File: config.mk
export PLATFORM = sky130hd
export DESIGN_NAME = register_file
export DESIGN_NICKNAME = d
export VERILOG_FILES = /design/src/rtl/register_file.sv
export SDC_FILE = /design/constraint.sdc
export NUM_CORES = 2
export LEC_CHECK = 0
export CAP_MARGIN = 20
export CORE_UTILIZATION = 30
export CTS_CLUSTER_DIAMETER = 120
export DETAILED_ROUTE_END_ITERATION = 10
export SETUP_SLACK_MARGIN = 0.2
export SYNTH_ARGS = -nofsm -noshare
export SYNTH_HDL_FRONTEND = slang
export SYNTH_SLANG_ARGS = --single-unit
export TNS_END_PERCENT = 30
File: constraint.sdc
create_clock -name clk -period 90.2 [get_ports clk]
set_input_delay 13.53 -clock clk [delete_from_list [all_inputs] [get_ports clk]]
set_output_delay 13.53 -clock clk [all_outputs]
set_load 0.02 [all_outputs]
File: src/rtl/register_file.sv
// register_file
//
// Architectural register file for the single-issue MIPS datapath.
// Two combinational read ports (rs/rt) for decode, one synchronous write
// port fed by the write-register select mux, and one debug read port.
// Register 0 is hard-wired to zero. A same-cycle write-to-read bypass
// lets decode see the value being written back in the same cycle.
//
// Ports:
//   clk        in   sole clock, state updates on the rising edge
//   rst        in   asynchronous, active-high reset (clears all entries)
//   RegWrite   in   write enable for the current cycle
//   writeReg   in   destination index
//   writeData  in   write-back value
//   readReg1   in   read port 1 index (rs)
//   readReg2   in   read port 2 index (rt)
//   readData1  out  read port 1 value (combinational, bypassed)
//   readData2  out  read port 2 value (combinational, bypassed)
//   dbgReg     in   debug inspection index
//   dbgData    out  stored value at dbgReg (combinational, no bypass)
//
// Handshake: there is none. The write port is a plain enable; the producer
// holds RegWrite/writeReg/writeData stable around the rising edge and the
// write is committed at that edge if RegWrite=1, writeReg!=0 and rst=0.
module register_file #(
  parameter int DATA_WIDTH = 32,
  parameter int ADDR_WIDTH = 5
) (
  input  logic                  clk,
  input  logic                  rst,
  input  logic                  RegWrite,
  input  logic [ADDR_WIDTH-1:0] writeReg,
  input  logic [DATA_WIDTH-1:0] writeData,
  input  logic [ADDR_WIDTH-1:0] readReg1,
  input  logic [ADDR_WIDTH-1:0] readReg2,
  output logic [DATA_WIDTH-1:0] readData1,
  output logic [DATA_WIDTH-1:0] readData2,
  input  logic [ADDR_WIDTH-1:0] dbgReg,
  output logic [DATA_WIDTH-1:0] dbgData
);

  localparam int DEPTH = 1 << ADDR_WIDTH;

  logic [DATA_WIDTH-1:0] regs [DEPTH];

  // A write to index 0 is dropped here, so entry 0 stays at its reset
  // value of zero; the read paths force zero for index 0 as well.
  logic writeEn;
  assign writeEn = RegWrite && (writeReg != '0);

  always_ff @(posedge clk or posedge rst) begin
    if (rst) begin
      for (int i = 0; i < DEPTH; i++) begin
        regs[i] <= '0;
      end
    end else if (writeEn) begin
      regs[writeReg] <= writeData;
    end
  end

  // Bypass is checked against the raw RegWrite/writeReg pair and ignores
  // rst: during reset storage is zero but an in-flight write-back value is
  // still forwarded to decode.
  logic bypass1;
  logic bypass2;
  assign bypass1 = RegWrite && (writeReg == readReg1);
  assign bypass2 = RegWrite && (writeReg == readReg2);

  always_comb begin
    readData1 = regs[readReg1];
    if (readReg1 == '0) begin
      readData1 = '0;
    end else if (bypass1) begin
      readData1 = writeData;
    end
  end

  always_comb begin
    readData2 = regs[readReg2];
    if (readReg2 == '0) begin
      readData2 = '0;
    end else if (bypass2) begin
      readData2 = writeData;
    end
  end

  // Debug port shows committed state only, so a write appears one edge later.
  always_comb begin
    dbgData = regs[dbgReg];
    if (dbgReg == '0) begin
      dbgData = '0;
    end
  end

endmodule
==> flow_metrics.py <==
metrics = {
    "pwr": {
        "totalPowerFinal_mw": 1.50,
        "power.density_nw_per_um2": 21.2,
        "total_leakage_power_nw": 28.8,
        "ir_drop_mv": 0.0157,
    },
    "critical_path": {
        "critical-path-top-cell-by-count": "sky130_fd_sc_hd__buf_4",
        "crit_family": "buffers and inverters",
        "crit_arrival_ps": 18220,
        "endpoint_kind": "output pin",
        "crit_buf_inv": 5,
        "worst-path-max-fanout": 114,
        "path_cells": "buf_8 -> buf_12 -> buf_4 -> buf_4 -> mux4_2 -> o22ai_1 -> o22a_1 -> a21oi_1 -> clkdlybuf4s50_1",
        "critical-path-slowest-cell": "sky130_fd_sc_hd__buf_4",
        "longest_individual_stage_delay_on_the_worst_path_ps": 800,
        "required_time_of_the_worst_setup_path_ps": 76670,
        "worst_setup_path_start_kind": "input port",
        "timing_worst_setup_path_type": "in -> out",
    },
    "detailed_routing": {
        "detail_route.wl_per_cell_um": 34.8,
        "drc": 0,
        "routed_wirelength_um": 244000,
        "vias_per_cell": 6.25,
        "route.vias.total": 43800,
        "detail-route-antenna-nets": 0,
        "first_pass_iters": 6,
        "detailedRoute.firstIterationViolations": 5129,
    },
    "global_route": {
        "groute.usage.overall": 0.229,
        "antenna_found_initial": 19,
        "grt_overflow": 0,
        "maximum_number_of_pins_on_one_net_before_global_route_repair": 158,
        "grt_first_pass_wirelength_um": 347000,
        "via_count_of_the_first_global_routing_pass": 44000,
    },
    "logic_synthesis": {
        "synth_largest_area_cell": "sky130_fd_sc_hd__dfrtp_1",
        "yosys_top_cell_area_share": 0.407,
        "synth.net_count": 4277,
        "synth_cells": 4222,
        "netlist_area_um2": 63000,
        "ys_top_cells_by_area": "sky130_fd_sc_hd__dfrtp_1 41%, sky130_fd_sc_hd__mux4_2 27%, sky130_fd_sc_hd__mux2_2 18%",
        "synth-edff-count": 0,
        "ys_warn_count": 0,
        "asyncSetResetFlopFracSynth": 1.00,
        "yosysUniqueCellTypes": 54,
        "yosys_register_bits": 1024,
        "synthesis.area_per_instance_um2": 14.9,
        "seq_area_frac_synth": 0.407,
        "ys_dominant_reg_cell": "sky130_fd_sc_hd__dfrtp_1",
    },
    "floorplan": {
        "core_um2": 208000,
        "floorplan.io_pins": 151,
        "die_w_um": 460,
        "floorplan.die.height_um": 460,
        "initial_core_util": 0.303,
        "rows": 167,
        "die_area_um2": 212000,
    },
    "timing": {
        "worst_clock_skew_ps": 0,
        "timing.final.setup_violations": 0,
        "finalHoldViolCount": 0,
        "min_period_over_period": 0.352,
        "fmax_mhz": 31.5,
        "slew_headroom": 0.185,
        "timing.setup.tns_ps": 0,
        "rsz0062_at_grt": "no",
        "final.min_clock_period_ps": 31750,
        "finalWorstSetupSlack_ps": 58450,
        "final-max-slew-violation-count": 0,
        "worst_pin_slew_ps": 1210,
    },
    "clocking": {
        "cts-root-to-sink-buffers": 3,
        "numCtsBuffers": 106,
        "clk_pin_slew_worst_paths_ps": 60,
        "tritoncts": "done",
        "cts.root.buffer_cell": "sky130_fd_sc_hd__clkbuf_16",
        "postCtsHoldBufs": 0,
        "clock-sinks": 1024,
        "cts-resized-gates": 0,
        "cts_max_level": 3,
        "worstSkewPairLatency_ps": 740,
        "cts_post_setup_buffers_inserted": 0,
    },
    "placed_design": {
        "dp_worst_setup_slack_ps": 58430,
        "post-place-cells": 6787,
        "place.detailed.hpwl_um": 147000,
        "io_buffer_count": 150,
        "gp_congestion": 0.869,
    },
    "final_layout": {
        "max_ffs_per_register": 1024,
        "area_growth_pct": 12.5,
        "most-common-layout-cells": "1024 x sky130_fd_sc_hd__dfrtp_1, 993 x sky130_fd_sc_hd__mux2_2, 748 x sky130_fd_sc_hd__mux4_2, 213 x sky130_fd_sc_hd__mux2i_1, 149 x sky130_fd_sc_hd__a22oi_1",
        "layout_commonest_cell": "sky130_fd_sc_hd__dfrtp_1",
        "reg_top3": "regs x1024",
        "drive_above_1_share": 0.517,
        "final_nets": 4174,
        "layoutNonFillerInstCount": 7002,
        "postLayoutCoreUtil": 0.341,
        "largest-register": "regs",
        "num-fill-cells": 19900,
    },
    "status": {
        "run_status": "finished clean",
    },
    "job": {
        "maxCapViolCount": 0,
    },
    "hold_path": {
        "hold_path_class": "reg -> reg",
    },
}
[routing by layer]
layer / vias up / wire length [µm] / global-route usage
met1: 23700 / 90800 / 0.284
met4: 8 / 20900 / 0.173
met2: 2632 / 112000 / 0.354
met5: - / 48 / 0
met3: 778 / 20100 / 0.0430
li1: 16600 / - / -
[report_power, final]
group	switching, mW	internal (mW)	total, mW
Sequential	0.0870	0.547	0.634
Clock	0.201	0.273	0.475
Combinational	0.171	0.225	0.396
[Yosys cell counts, drive strengths merged (2+ instances only)]
cell / count
o221ai: 4
mux4: 748
xnor2: 10
nand4: 4
a221oi: 27
o2111ai: 4
o22ai: 34
a22oi: 149
or4: 2
and3b: 3
o21ai: 78
buf: 264
a211o: 4
clkbuf: 243
mux2i: 213
o221a: 27
a21oi: 68
dfrtp: 1024
or2: 7
nor2: 35
nand3b: 4
nand3: 25
inv: 38
nor3: 5
nor3b: 9
nand2b: 3
nor2b: 6
and2: 2
a2111oi: 3
o211a: 4
o22a: 9
o211ai: 27
mux2: 993
a31oi: 4
nand2: 115
a221o: 21
[worst paths after layout]
path	endpoint	startpoint	slack, ps	cells after the start
min	regs[1019]$_DFFE_PP0P_	regs[1019]$_DFFE_PP0P_	420	0
max in group asynchronous	regs[324]$_DFFE_PP0P_	rst	73490	7
min reg2reg	regs[1019]$_DFFE_PP0P_	regs[1019]$_DFFE_PP0P_	420	0
max	readData1[16]	readReg1[0]	58450	9
min in group asynchronous	regs[15]$_DFFE_PP0P_	rst	13340	2
max reg2reg	regs[478]$_DFFE_PP0P_	regs[478]$_DFFE_PP0P_	89360	1
[kinds of logic after synthesis]
group,synth area share
simple gates,0.0165
buf+inv,0.0430
mux,0.479
compound gates,0.0530
xor+xnor,0.00139
flops,0.407
[per-stage QoR]
step / instance area (µm²) / hold slack, ps
floorplan: 63000 / 458
detailed placement: 66900 / 402
finish: 70900 / 420
global placement: 66700 / 395
CTS: 70600 / 416
global route: 70800 / 434
[cell type report]
type                       count  area, µm²  area share
multi-input combinational   2653      35000       0.493
sequential                  1024      25600       0.362
tap                         2788       3490      0.0492
clock buffer                 144       3050      0.0430
timing repair buffer         296       2920      0.0413
clock inverter                48        627     0.00885
inverter                      38        150     0.00212
antenna                       11       27.5    0.000389
(Power assumes the default switching activity.)
